`src/rtl/sar_pkg.sv`:
```
// ============================================================================
// Module   : sar_pkg
// Brief    : Shared types and helpers for the SAR ADC sequencer.
// Revision : 1.0 - initial release
// ============================================================================
`default_nettype none

package sar_pkg;

  typedef enum logic [1:0] {
    IDLE    = 2'd0,
    SAMPLE  = 2'd1,
    CONVERT = 2'd2,
    DONE    = 2'd3
  } sar_state_t;

  localparam logic SAR_SINGLE = 1'b0;
  localparam logic SAR_CONT   = 1'b1;

  function automatic logic [31:0] sar_midscale(input int unsigned width);
    return 32'd1 << (width - 1);
  endfunction

endpackage

`default_nettype wire

```
`src/rtl/sar_ch_rr.sv`:
```
// ============================================================================
// Module   : sar_ch_rr
// Brief    : Combinational round-robin channel picker (first set mask bit
//            strictly after last_i, wrapping).
// Revision : 1.0 - initial release
// ============================================================================
`default_nettype none

module sar_ch_rr #(
  parameter int NCH  = 2,
  parameter int CH_W = 1
) (
  input  logic [NCH-1:0]  mask_i,
  input  logic [CH_W-1:0] last_i,
  output logic [CH_W-1:0] next_o,
  output logic            none_o
);

  int              w_sum;
  logic [CH_W-1:0] w_cand;

  // Walk offsets from farthest to nearest so the nearest set bit wins.
  always_comb begin
    next_o = '0;
    none_o = 1'b1;
    w_sum  = 0;
    w_cand = '0;
    for (int i = NCH; i >= 1; i--) begin
      w_sum = int'(last_i) + i;
      if (w_sum >= NCH) w_sum = w_sum - NCH;
      w_cand = CH_W'(w_sum);
      if (mask_i[w_cand]) begin
        next_o = w_cand;
        none_o = 1'b0;
      end
    end
  end

endmodule

`default_nettype wire

```
`src/rtl/sar_seq_ctrl.sv`:
```
// ============================================================================
// Module   : sar_seq_ctrl
// Brief    : SAR ADC sequencer: sample, bit-serial conversion, round-robin
//            channel scan and single-entry result buffer with overflow flag.
// Revision : 1.0 - initial release
// ============================================================================
`default_nettype none

module sar_seq_ctrl
  import sar_pkg::*;
#(
  parameter int WIDTH    = 8,
  parameter int NCH      = 2,
  parameter int SMPL_CYC = 2,
  parameter int CH_W     = (NCH > 1) ? $clog2(NCH) : 1
) (
  input  logic             clk,
  input  logic             rst,
  input  logic             en,
  input  logic             mode,
  input  logic             start,
  input  logic [NCH-1:0]   ch_mask,
  input  logic             cmp_i,
  output logic             sample_o,
  output logic [CH_W-1:0]  ch_sel_o,
  output logic [WIDTH-1:0] dac_o,
  output logic             busy_o,
  output logic             res_valid_o,
  input  logic             res_ready_i,
  output logic [WIDTH-1:0] res_data_o,
  output logic [CH_W-1:0]  res_ch_o,
  output logic             ovf_o
);

  localparam int               CNT_W    = (SMPL_CYC > 1) ? $clog2(SMPL_CYC) : 1;
  localparam logic [CNT_W-1:0] CNT_LAST = CNT_W'(SMPL_CYC - 1);
  localparam logic [WIDTH-1:0] MID      = WIDTH'(sar_midscale(WIDTH));
  localparam logic [CH_W-1:0]  CH_LAST  = CH_W'(NCH - 1);

  sar_state_t       state_q, state_d;
  logic [CNT_W-1:0] cnt_q, cnt_d;
  logic [WIDTH-1:0] bit_q, bit_d;
  logic [WIDTH-1:0] sar_q, sar_d;
  logic [CH_W-1:0]  ch_q, ch_d;
  logic [CH_W-1:0]  last_q, last_d;
  logic             sample_q, sample_d;
  logic             busy_q, busy_d;
  logic             vld_q, vld_d;
  logic [WIDTH-1:0] data_q, data_d;
  logic [CH_W-1:0]  rch_q, rch_d;
  logic             ovf_q, ovf_d;

  logic             w_none;
  logic             w_active;
  logic             w_load;
  logic [CH_W-1:0]  w_next;
  logic [CH_W-1:0]  w_last;

  // In DONE the channel just converted is the round-robin reference.
  assign w_last   = (state_q == DONE) ? ch_q : last_q;
  assign w_active = en & ~w_none;
  assign w_load   = (state_q == DONE) & en;

  sar_ch_rr #(
    .NCH  (NCH),
    .CH_W (CH_W)
  ) u_rr (
    .mask_i (ch_mask),
    .last_i (w_last),
    .next_o (w_next),
    .none_o (w_none)
  );

  always_comb begin
    state_d = state_q;
    cnt_d   = '0;
    bit_d   = bit_q;
    sar_d   = sar_q;
    ch_d    = ch_q;
    last_d  = last_q;
    vld_d   = vld_q & ~res_ready_i;
    data_d  = data_q;
    rch_d   = rch_q;
    ovf_d   = 1'b0;

    case (state_q)
      IDLE: if (w_active && (mode == SAR_CONT || start)) state_d = SAMPLE;
      SAMPLE: begin
        cnt_d = cnt_q + 1'b1;
        if (cnt_q == CNT_LAST) begin
          state_d = CONVERT;
          cnt_d   = '0;
        end
      end
      CONVERT: begin
        // Resolve the current trial bit, then raise the next lower one.
        if (!cmp_i) sar_d = sar_q & ~bit_q;
        sar_d = sar_d | (bit_q >> 1);
        bit_d = bit_q >> 1;
        if (bit_q[0]) state_d = DONE;
      end
      DONE:    state_d = (mode == SAR_CONT && w_active) ? SAMPLE : IDLE;
      default: state_d = IDLE;
    endcase

    if (!en) state_d = IDLE;

    if (state_d == SAMPLE && state_q != SAMPLE) ch_d = w_next;
    if (state_d == IDLE || state_d == SAMPLE) begin
      sar_d = MID;
      bit_d = MID;
    end

    if (w_load) begin
      vld_d  = 1'b1;
      data_d = sar_q;
      rch_d  = ch_q;
      last_d = ch_q;
      ovf_d  = vld_q & ~res_ready_i;
    end

    sample_d = (state_d == SAMPLE);
    busy_d   = (state_d != IDLE);
  end

  always_ff @(posedge clk or posedge rst) begin
    if (rst) begin
      state_q  <= IDLE;
      cnt_q    <= '0;
      bit_q    <= MID;
      sar_q    <= MID;
      ch_q     <= '0;
      last_q   <= CH_LAST;
      sample_q <= 1'b0;
      busy_q   <= 1'b0;
      vld_q    <= 1'b0;
      data_q   <= '0;
      rch_q    <= '0;
      ovf_q    <= 1'b0;
    end else begin
      state_q  <= state_d;
      cnt_q    <= cnt_d;
      bit_q    <= bit_d;
      sar_q    <= sar_d;
      ch_q     <= ch_d;
      last_q   <= last_d;
      sample_q <= sample_d;
      busy_q   <= busy_d;
      vld_q    <= vld_d;
      data_q   <= data_d;
      rch_q    <= rch_d;
      ovf_q    <= ovf_d;
    end
  end

  assign sample_o    = sample_q;
  assign ch_sel_o    = ch_q;
  assign dac_o       = sar_q;
  assign busy_o      = busy_q;
  assign res_valid_o = vld_q;
  assign res_data_o  = data_q;
  assign res_ch_o    = rch_q;
  assign ovf_o       = ovf_q;

endmodule

`default_nettype wire

```
`config.mk`:
```
export PLATFORM = sky130hd
export DESIGN_NAME = sar_seq_ctrl
export DESIGN_NICKNAME = d
export VERILOG_FILES = /design/src/rtl/sar_pkg.sv /design/src/rtl/sar_ch_rr.sv /design/src/rtl/sar_seq_ctrl.sv
export SDC_FILE = /design/constraint.sdc
export NUM_CORES = 1
export LEC_CHECK = 0
export BUFFER_PORTS_ARGS = -buffer_cell sky130_fd_sc_hd__buf_2
export CAP_MARGIN = 20
export CORE_ASPECT_RATIO = 1.4
export CORE_MARGIN = 2
export CORE_UTILIZATION = 55
export CTS_CLUSTER_DIAMETER = 100
export DETAILED_ROUTE_END_ITERATION = 8
export GPL_ROUTABILITY_DRIVEN = 0
export PLACE_DENSITY = 0.86
export SLEW_MARGIN = 20
export SYNTH_ARGS = -nofsm -noshare
export SYNTH_HDL_FRONTEND = slang
export SYNTH_SLANG_ARGS = --single-unit
```
`constraint.sdc`:
```
create_clock -name clk -period 3 [get_ports clk]
set_clock_uncertainty 0.1 [all_clocks]
set_input_delay 0.15 -clock clk [delete_from_list [all_inputs] [get_ports clk]]
set_output_delay 0.15 -clock clk [all_outputs]
set_load 0.05 [all_outputs]
```
==> results of run 1 <==
## cells by family (layout without fill, tap and decap cells)
family                 after synthesis  count (layout)  share of synthesized area (%)
buffers and inverters                9              44                           3.76
AOI/OAI and AO/OA                   22              22                           10.9
and+or+nand+nor                     52              52                           17.7
muxes                               10              10                           7.87
DFF                                 34              34                           59.8
## path summary, 6_finish.rpt
path | from | endpoint | slack [ns] | cells after the start
setup reg to reg | state_q[0] | ch_sel_o | 1.02 | 6
setup / recovery | state_q[0] | ch_sel_o | 1.02 | 6
max in group asynchronous | rst | bit_q[7] | 2.13 | 4
hold reg to reg | last_q | last_q | 0.36 | 2
min in group asynchronous | rst | res_data_o[7] | 0.33 | 4
hold / removal | en | last_q | 0.05 | 3
## flip-flops by register name, summed over array words and instances, names as in the netlist
signal and cells:
res_valid_o 1, sample_o 1, dac_o 8, last_q 1, ovf_o 1, busy_o 1, bit_q 8, res_data_o 8
res_ch_o 1, cnt_q 1, state_q 2, ch_sel_o 1
## cell usage after synthesis, drive strengths merged
master	count	area, µm²
and2b	1	7.51
nor2b	6	45.0
o211a	1	10.0
dfrtp	31	776
and4b	1	10.0
nand4	1	6.26
o21ai	6	41.3
a21oi	4	20.0
and2	1	8.76
nand2b	2	12.5
nor2	8	30.0
o221ai	1	8.76
mux2	10	113
nand4b	1	8.76
nand2	29	109
a211o	1	8.76
buf	6	42.5
dfstp	3	78.8
inv	3	11.3
a22oi	8	60.1
a21boi	1	7.51
nor3	1	10.0
nand3	1	5.00
## stage by stage
stage          setup slack (ns)  hold WS (ns)  utilization [%]  cells
6_report                   1.02        0.0495             68.9    196
5_1_grt                   0.847        0.0471             68.9    196
4_1_cts                    1.01        0.0423             68.9    196
3_5_place_dp               1.03         0.156             65.0    186
3_3_place_gp               1.09         0.148             65.0    186
2_1_floorplan              1.22         0.189                -    127
## routing by layer
| metal | vias to the layer above | global-route usage (%) | part of all wire (%) |
|---|---|---|---|
| met5 | - | 0 | 0 |
| met4 | 0 | 9.72 | 1.9 |
| met3 | 5 | 8.76 | 3.3 |
| met2 | 22 | 33.2 | 55 |
| met1 | 523 | 24.4 | 39 |
| li1 | 494 | - | - |
## repair_timing
item / in CTS / in global routing
hold endpoints to repair: 33 / 0
hold buffers: 2 / 0
setup buffers: 0 / 0
## worst reg2reg max path, cell delays in order, from the launching register on
cell	delay [ns]
dfrtp_1	0.48
nor2b_4	0.18
and2_4	0.20
o21ai_4	0.30
inv_2	0.12
nor3_2	0.17
mux2_1	0.33
## power groups by stage
stage | clock (µW) | sequential (µW) | combinational [µW]
3_3_place_gp | 0 | 511 | 142
2_1_floorplan | 0 | 565 | 59.7
3_5_place_dp | 0 | 513 | 144
4_1_cts | 329 | 504 | 147
5_1_grt | 353 | 508 | 155
6_report | 320 | 504 | 144
## area by class of cell
cell class	count	area, µm²	share of cell area, %
flip-flops and latches	34	855	50.8
multi-input cells	84	522	31.0
repair buffers	33	178	10.6
clock buffers	7	45.0	2.68
well taps	34	42.5	2.53
clock inverters	1	30.0	1.78
inverters	3	11.3	0.669
==> implementation parameters, run 1 <==
Parameter                              Value

Power and ir drop
  Power Total ... 969 µW
  Reported leakage power ... 0.000869 µW
  Part of the total power dissipated in combinational logic ... 14.9%
  Switching power ... 266 µW
  Maximum resistive drop on vdd ... 661 µV
  Flop pwr share ... 52.0%
  Internal portion of total power ... 702 µW
  Portion of total power attributed to the clock network ... 33.0%
  Sw frac ... 27.5%
  PwrDens ... 576 mW/mm²

Floorplan
  Placeable core region ... 0.00244 mm²
  Top-level port count ... 31
  Std cell rows ... 21
  Full die area ... 0.00303 mm²
  Die width ... 47.1 µm
  Die Y-Extent ... 64.3 µm
  Starting Density ... 58.5%

Routing
  Detailed-router iteration count before antenna repair ... 4
  Detailed Route Iter0 Violations ... 24
  Via-per-instance ratio ... 5.33
  DR WL/cell ... 13.3 µm
  Final routed DRC violation total ... 0
  Number of nets still failing antenna checks after routing ... 0
  Final Routed Wirelength ... 2600 µm
  Total via count after detailed routing ... 1044

Min path
  HP Class ... in -> reg

Global route
  Overflow after GRT ... 0
  Number of antenna violations at the first check in global routing ... 0
  Global-route wire length before repair ... 4520 µm
  Pin count of the biggest net entering global routing ... 35
  Global Route Usage Sum ... 21.2%
  Vias in the first global route ... 1029

Clock tree
  Clock buffer depth ... 2
  CTS root buf ... clkbuf_4
  Num Clock Sinks ... 34
  Clock latency of the later-clocked register in the worst-skew pair ... 0.33 ns
  Total CTS buffers ... 5
  Resize count post-CTS ... 0
  Clk pin slew, worst setup/hold paths ... 0.10 ns
  Clock tree from TritonCTS ... yes
  CTS H-Tree Depth ... 2

Layout
  Finished layout cell area ... 0.00168 mm²
  Antenna fix cells ... 0
  Number of fill cells in the layout ... 205
  Nets ... 170
  Share of cells above drive strength 1 ... 33.3%
  Leading cell types in the layout, fill and taps excluded ... dfrtp_1, buf_2, nand2_1
  Leading cell type in the layout, fill and taps excluded ... dfrtp_1
  P&R area growth vs syn ... 17.7%

Timing
  Count of final setup violators ... 0
  Final-report max-slew violation count ... 0
  Unrepaired setup endpoints after global routing ... false
  Part of the cycle the worst path needs ... 66.0%
  Fin crit period ... 1.98 ns
  Final hold viol count ... 0
  Highest attainable clock frequency ... 505 MHz
  Max-Slew Margin vs Limit ... 63.7%
  Actual slew at the worst max-slew pin ... 0.542 ns
  Total negative setup slack ... 0 ns

Setup path
  CP max stage delay ... 0.48 ns
  Critical-path cell with the highest stage delay ... dfrtp_1
  Worst Path Max Fanout ... 12
  Setup CP Type ... reg -> reg
  Critical Path Start Type ... flip-flop
  Sort of element at the end of the critical path ... flip-flop
  Critical path buffer and inverter count ... 1
  Required time reported for the critical path endpoint ... 3.12 ns
  Cells traversed along the worst timing path ... nor2b_4, and2_4, o21ai_4, inv_2, nor3_2, mux2_1
  Signal arrival time at the worst endpoint ... 2.09 ns
  Family with the most delay on the worst path ... simple AND/OR/NAND/NOR gates

Placement
  Port bufs ... 30
  DPL Wire Length ... 1880 µm
  Area of placed instances ... 0.00159 mm²

Flow run
  Total of max-cap violations ... 0

Synthesis
  Number of synthesized register bits ... 34
  Sequential element share of the synthesized area ... 59.8%
  Mean Syn Cell Area ... 11.3 µm²
  Yosys warning total ... 0
  Post-synthesis instance area ... 0.00143 mm²
  Number of nets produced by synthesis ... 136
  Post-synth cell types ... 28
  Number of instances in the synthesized netlist ... 127

Outcome
  Result of the run ... completed
(Power assumes the default switching activity.)
==> inputs of run 2 (changes only) <==
--- a/config.mk
+++ b/config.mk
@@ -9,11 +9,11 @@
 export CAP_MARGIN = 20
 export CORE_ASPECT_RATIO = 1.4
 export CORE_MARGIN = 2
-export CORE_UTILIZATION = 55
+export CORE_UTILIZATION = 52
 export CTS_CLUSTER_DIAMETER = 100
 export DETAILED_ROUTE_END_ITERATION = 8
 export GPL_ROUTABILITY_DRIVEN = 0
-export PLACE_DENSITY = 0.86
+export PLACE_DENSITY = 0.82
 export SLEW_MARGIN = 20
 export SYNTH_ARGS = -nofsm -noshare
 export SYNTH_HDL_FRONTEND = slang
==> constraint.sdc (replaced) <==
create_clock -name clk -period 1.9 [get_ports clk]
set_clock_uncertainty 0.1 [all_clocks]
set_input_delay 0.095 -clock clk [delete_from_list [all_inputs] [get_ports clk]]
set_output_delay 0.095 -clock clk [all_outputs]
set_load 0.05 [all_outputs]
==> run 2 against run 1 <==
Register-to-register slack got worse by 0.84 ns; combinational power up 69%; total power grew 49%; first-iteration DRC count up 25%; core utilization fell by 3.4 points; global-route usage fell by 1.3 points; critical endpoint unchanged; largest cell class unchanged; largest power group unchanged; highest routed layer unchanged.
==> implementation parameters, run 2 (synthesized netlist as in run 1, its figures left out) <==
Parameter                              Value

Outcome
  Result of the run ... completed (unchanged)

Power and ir drop
  PwrDens ... 844 mW/mm² (was 576 mW/mm²)
  Sw frac ... 29.6% (was 27.5%)
  Maximum resistive drop on vdd ... 709 µV (was 661 µV)
  Flop pwr share ... 54.9% (was 52.0%)
  Internal portion of total power ... 1020 µW (was 702 µW)
  Reported leakage power ... 0.000885 µW (was 0.000869 µW)
  Switching power ... 428 µW (was 266 µW)
  Part of the total power dissipated in combinational logic ... 16.9% (was 14.9%)
  Portion of total power attributed to the clock network ... 28.2% (was 33.0%)

Timing
  Fin crit period ... 1.72 ns (was 1.98 ns)
  Actual slew at the worst max-slew pin ... 0.418 ns (was 0.542 ns)
  Part of the cycle the worst path needs ... 90.4% (was 66.0%)
  Max-Slew Margin vs Limit ... 72.2% (was 63.7%)
  Highest attainable clock frequency ... 582 MHz (was 505 MHz)
  Count of final setup violators ... 0 (unchanged)
  Final hold viol count ... 0 (unchanged)
  Final-report max-slew violation count ... 0 (unchanged)
  Total negative setup slack ... 0 ns (unchanged)
  Unrepaired setup endpoints after global routing ... false (unchanged)

Flow run
  Total of max-cap violations ... 0 (unchanged)

Floorplan
  Std cell rows ... 22 (was 21)
  Top-level port count ... 31 (unchanged)
  Full die area ... 0.00319 mm² (was 0.00303 mm²)
  Die Y-Extent ... 66.1 µm (was 64.3 µm)
  Placeable core region ... 0.00262 mm² (was 0.00244 mm²)
  Starting Density ... 54.7% (was 58.5%)
  Die width ... 48.3 µm (was 47.1 µm)

Setup path
  Sort of element at the end of the critical path ... flip-flop (unchanged)
  Worst Path Max Fanout ... 11 (was 12)
  Signal arrival time at the worst endpoint ... 1.84 ns (was 2.09 ns)
  Critical Path Start Type ... flip-flop (unchanged)
  Setup CP Type ... reg -> reg (unchanged)
  Required time reported for the critical path endpoint ... 2.02 ns (was 3.12 ns)

Layout
  Area of the multi-input gates ... 522 µm² (unchanged)
  Finished layout cell area ... 0.00171 mm² (was 0.00168 mm²)
  Leading cell types in the layout, fill and taps excluded ... dfrtp_1, buf_2, nand2_1 (unchanged)
  Final Util ... 65.5% (was 68.9%)
  P&R area growth vs syn ... 19.7% (was 17.7%)
  Nets ... 175 (was 170)
  Antenna fix cells ... 0 (unchanged)
  Number of fill cells in the layout ... 201 (was 205)
  Register area ... 856 µm² (was 855 µm²)
  Cell Count, Final, Fillers Out ... 203 (was 196)
  Share of cells above drive strength 1 ... 35.9% (was 33.3%)

Placement
  Placed cell count ... 192 (was 186)
  Port bufs ... 30 (unchanged)
  DPL Wire Length ... 2010 µm (was 1880 µm)
  Area of placed instances ... 0.00162 mm² (was 0.00159 mm²)

Routing
  DR WL/cell ... 13.5 µm (was 13.3 µm)
  Detailed-router iteration count before antenna repair ... 4 (unchanged)
  Final routed DRC violation total ... 0 (unchanged)
  Number of nets still failing antenna checks after routing ... 0 (unchanged)
  Total via count after detailed routing ... 1070 (was 1044)
  Final Routed Wirelength ... 2750 µm (was 2600 µm)
  Via-per-instance ratio ... 5.27 (was 5.33)
  Detailed Route Iter0 Violations ... 30 (was 24)

Global route
  Global-route wire length before repair ... 4670 µm (was 4520 µm)
  Number of antenna violations at the first check in global routing ... 0 (unchanged)
  Vias in the first global route ... 1068 (was 1029)
  Pin count of the biggest net entering global routing ... 35 (unchanged)
  Overflow after GRT ... 0 (unchanged)
  Global Route Usage Sum ... 19.9% (was 21.2%)

Clock tree
  Clock buffer depth ... 2 (unchanged)
  CTS H-Tree Depth ... 2 (unchanged)
  Clock latency of the later-clocked register in the worst-skew pair ... 0.34 ns (was 0.33 ns)
  Total CTS buffers ... 5 (unchanged)
  CTS root buf ... clkbuf_4 (unchanged)
  Clk pin slew, worst setup/hold paths ... 0.09 ns (was 0.10 ns)
  Clock tree from TritonCTS ... yes (unchanged)
  Num Clock Sinks ... 34 (unchanged)

Min path
  HP Class ... in -> reg (unchanged)
run 2: cell count changes in the layout (fill, tap and decap cells not counted), sizes merged:
cell / before / now
buf: 31 / 35
bufinv: 1 / 0
clkinv: 0 / 1
dlygate4sd3: 2 / 3
run 2: per-stage QoR:
| stage | power [µW] | hold WS, ns | setup slack, ns |
|---|---|---|---|
| final | 1440 | 0.101 | 0.183 |
| after global routing | 1520 | 0.101 | 0.0648 |
| after CTS | 1460 | 0.0913 | 0.119 |
| after detailed placement | 1050 | 0.106 | 0.133 |
| after global placement | 1040 | 0.0939 | 0.199 |
| after floorplan | 987 | 0.134 | 0.119 |
run 2: cell type report:
class	count	share of cell area, %
sequential	34	50.0
multi-input combinational	84	30.5
timing repair buffer	38	12.7
clock buffer	7	3.22
tap	36	2.63
inverter	3	0.658
clock inverter	1	0.292
run 2: power groups by stage:
stage                     combinational (µW)  sequential (µW)  clock [µW]
after floorplan                         94.3              892           0
after global placement                   235              804           0
after detailed placement                 241              807           0
after CTS                                246              793         425
after global routing                     261              797         461
final                                    244              793         407
run 2: worst paths after layout:
path | start | to | slack, ns | depth (start not counted)
max | state_q[1] | ch_sel_o | 0.18 | 5
min | ch_mask[0] | ch_sel_o | 0.10 | 3
max reg2reg | state_q[1] | ch_sel_o | 0.18 | 5
min reg2reg | dac_o[7] | dac_o[7] | 0.38 | 2
max in group asynchronous | rst | dac_o[7] | 1.07 | 4
min in group asynchronous | rst | dac_o[0] | 0.29 | 4
run 2: repair_timing:
action | CTS | global route
gates resized for setup | 0 | 1
endpoints found under the setup margin | 0 | 1
setup buffers | 0 | 0
hold buffers | 3 | 0
endpoints found under the hold margin | 39 | 0
run 2: worst max-delay path: stages, from the launching register on:
cell and delay (ns):
dfrtp_2 0.49, nand2b_1 0.13, o21ai_0 0.09, a211o_1 0.34, nor3_2 0.14, mux2_1 0.33
run 2: metal layers:
layer | wire [µm] | track usage (%) | vias up
met3 | 158 | 7.69 | 9
li1 | - | - | 515
met1 | 1010 | 20.5 | 519
met5 | 0 | 0 | -
met4 | 89 | 13.2 | 0
met2 | 1490 | 33.9 | 27
==> inputs of run 3 (changes only) <==
--- a/config.mk
+++ b/config.mk
@@ -13,7 +13,7 @@
 export CTS_CLUSTER_DIAMETER = 100
 export DETAILED_ROUTE_END_ITERATION = 8
 export GPL_ROUTABILITY_DRIVEN = 0
-export PLACE_DENSITY = 0.82
+export PLACE_DENSITY = 0.77
 export SLEW_MARGIN = 20
 export SYNTH_ARGS = -nofsm -noshare
 export SYNTH_HDL_FRONTEND = slang
==> run 3 against run 2 <==
Cell area grew 0.88%; sequential share of layout area fell by 0.43 points; hold slack got worse by 0.0039 ns; register-to-register slack got worse by 0.04 ns; largest power group unchanged; global-route usage is 0.35 points lower; wire length is 3.8% lower; die area did not move; combinational power barely moved; critical path depth unchanged; final cell count did not move; via count down 3.6%.
==> implementation parameters, run 3 (synthesized netlist as in run 1, its figures left out) <==
Parameter                              Value

Clock tree
  Clock tree from TritonCTS ... yes (unchanged)
  Num Clock Sinks ... 34 (unchanged)
  CTS root buf ... clkbuf_4 (unchanged)
  CTS H-Tree Depth ... 2 (unchanged)
  Clock latency of the later-clocked register in the worst-skew pair ... 0.34 ns (about the same)
  Clock buffer depth ... 2 (unchanged)
  Clk pin slew, worst setup/hold paths ... 0.10 ns (was 0.09 ns)
  Total CTS buffers ... 5 (unchanged)

Timing
  Part of the cycle the worst path needs ... 92.7% (was 90.4%)
  Max-Slew Margin vs Limit ... 72.8% (was 72.2%)
  Final hold viol count ... 0 (unchanged)
  Final-report max-slew violation count ... 0 (unchanged)
  Count of final setup violators ... 0 (unchanged)
  Unrepaired setup endpoints after global routing ... false (unchanged)
  Highest attainable clock frequency ... 568 MHz (was 582 MHz)
  Fin crit period ... 1.76 ns (was 1.72 ns)
  Total negative setup slack ... 0 ns (unchanged)
  Actual slew at the worst max-slew pin ... 0.409 ns (was 0.418 ns)
  Worst-case hold slack ... 0.0975 ns (was 0.101 ns)

Floorplan
  Std cell rows ... 22 (unchanged)
  Die Y-Extent ... 66.1 µm (unchanged)
  Full die area ... 0.00319 mm² (unchanged)
  Die width ... 48.3 µm (unchanged)
  Starting Density ... 54.7% (unchanged)
  Top-level port count ... 31 (unchanged)
  Placeable core region ... 0.00262 mm² (unchanged)

Global route
  Vias in the first global route ... 1047 (was 1068)
  Global Route Usage Sum ... 19.6% (was 19.9%)
  Pin count of the biggest net entering global routing ... 35 (unchanged)
  Overflow after GRT ... 0 (unchanged)
  Number of antenna violations at the first check in global routing ... 0 (unchanged)
  Global-route wire length before repair ... 4630 µm (was 4670 µm)

Setup path
  Signal arrival time at the worst endpoint ... 1.87 ns (was 1.84 ns)
  Critical Path Start Type ... flip-flop (unchanged)
  Worst Path Max Fanout ... 11 (unchanged)
  Setup CP Type ... reg -> reg (unchanged)
  Required time reported for the critical path endpoint ... 2.01 ns (was 2.02 ns)
  Sort of element at the end of the critical path ... flip-flop (unchanged)

Routing
  Via-per-instance ratio ... 5.08 (was 5.27)
  Detailed Route Iter0 Violations ... 26 (was 30)
  Final routed DRC violation total ... 0 (unchanged)
  Detailed-router iteration count before antenna repair ... 4 (unchanged)
  Total via count after detailed routing ... 1032 (was 1070)
  DR WL/cell ... 13.0 µm (was 13.5 µm)
  Final Routed Wirelength ... 2640 µm (was 2750 µm)
  Number of nets still failing antenna checks after routing ... 0 (unchanged)

Layout
  P&R area growth vs syn ... 20.7% (was 19.7%)
  Cell Count, Final, Fillers Out ... 203 (unchanged)
  Nets ... 175 (unchanged)
  Antenna fix cells ... 0 (unchanged)
  Final Util ... 66.0% (was 65.5%)
  Share of cells above drive strength 1 ... 35.3% (was 35.9%)
  Leading cell types in the layout, fill and taps excluded ... dfrtp_1, buf_2, nand2_1 (unchanged)

Power and ir drop
  Maximum resistive drop on vdd ... 1000 µV (was 709 µV)
  Reported leakage power ... 0.000890 µW (was 0.000885 µW)
  Part of the total power dissipated in combinational logic ... 15.6% (was 16.9%)
  Portion of total power attributed to the clock network ... 33.1% (was 28.2%)
  Internal portion of total power ... 1120 µW (was 1020 µW)
  Flop pwr share ... 51.3% (was 54.9%)
  Sw frac ... 27.7% (was 29.6%)
  Switching power ... 429 µW (was 428 µW)
  PwrDens ... 895 mW/mm² (was 844 mW/mm²)

Outcome
  Result of the run ... completed (unchanged)

Min path
  HP Class ... in -> reg (unchanged)

Placement
  Placed cell count ... 192 (unchanged)
  Port bufs ... 30 (unchanged)
  DPL Wire Length ... 1910 µm (was 2010 µm)

Flow run
  Total of max-cap violations ... 0 (unchanged)
==> run 3: timing repair <==
item,in CTS,in global routing
hold buffers,3,0
hold endpoints to repair,38,0
gates resized for setup,0,1
endpoints found under the setup margin,0,1
setup buffers,0,0
==> run 3: power by group through the flow <==
stage	clock, µW	combinational, µW	sequential [µW]
after floorplan	0	94.3	892
after global placement	0	235	805
after detailed placement	0	240	807
after CTS	525	245	793
after global routing	561	260	799
final	511	241	794
==> run 3: final cells by class <==
type | count | area (µm²)
inverter | 3 | 11.3
timing repair buffer | 38 | 218
clock buffer | 7 | 45.0
sequential | 34 | 856
fill | 225 | 888
clock inverter | 1 | 30.0
multi-input combinational | 84 | 522
tap | 36 | 45.0
==> run 3: final timing paths <==
check	start	endpoint	slack, ns	cells after the start
min in group asynchronous	rst	res_valid_o	0.28	4
worst max-delay path	state_q[1]	ch_sel_o	0.14	5
worst max register to register	state_q[1]	ch_sel_o	0.14	5
worst min-delay path	ch_mask[0]	ch_sel_o	0.1	3
worst min register to register	last_q	last_q	0.37	2
max in group asynchronous	rst	bit_q[7]	1.07	4
==> run 3: per-stage QoR <==
stage          worst slack, ns  total power, µW  instance area, µm²
4_1_cts                  0.100             1560                1730
5_1_grt                 0.0291             1620                1730
2_1_floorplan            0.119              987                1430
3_3_place_gp             0.197             1040                1620
6_report                 0.139             1550                1730
3_5_place_dp             0.135             1050                1620
==> run 3: worst max-delay path, cell delays in order, from the launching register on <==
cell and delay [ns]:
dfrtp_2 0.49, nand2b_1 0.13, o21ai_0 0.10, a211o_1 0.34, nor3_2 0.13, mux2_1 0.33
==> run 3: routing by layer <==
| metal | GRT usage (%) | vias to the layer above | routed length (µm) |
|---|---|---|---|
| met5 | 0 | - | 0 |
| met4 | 11.4 | 0 | 78 |
| met3 | 6.56 | 8 | 114 |
| met2 | 34.0 | 21 | 1390 |
| met1 | 20.8 | 496 | 1060 |
| li1 | - | 507 | - |
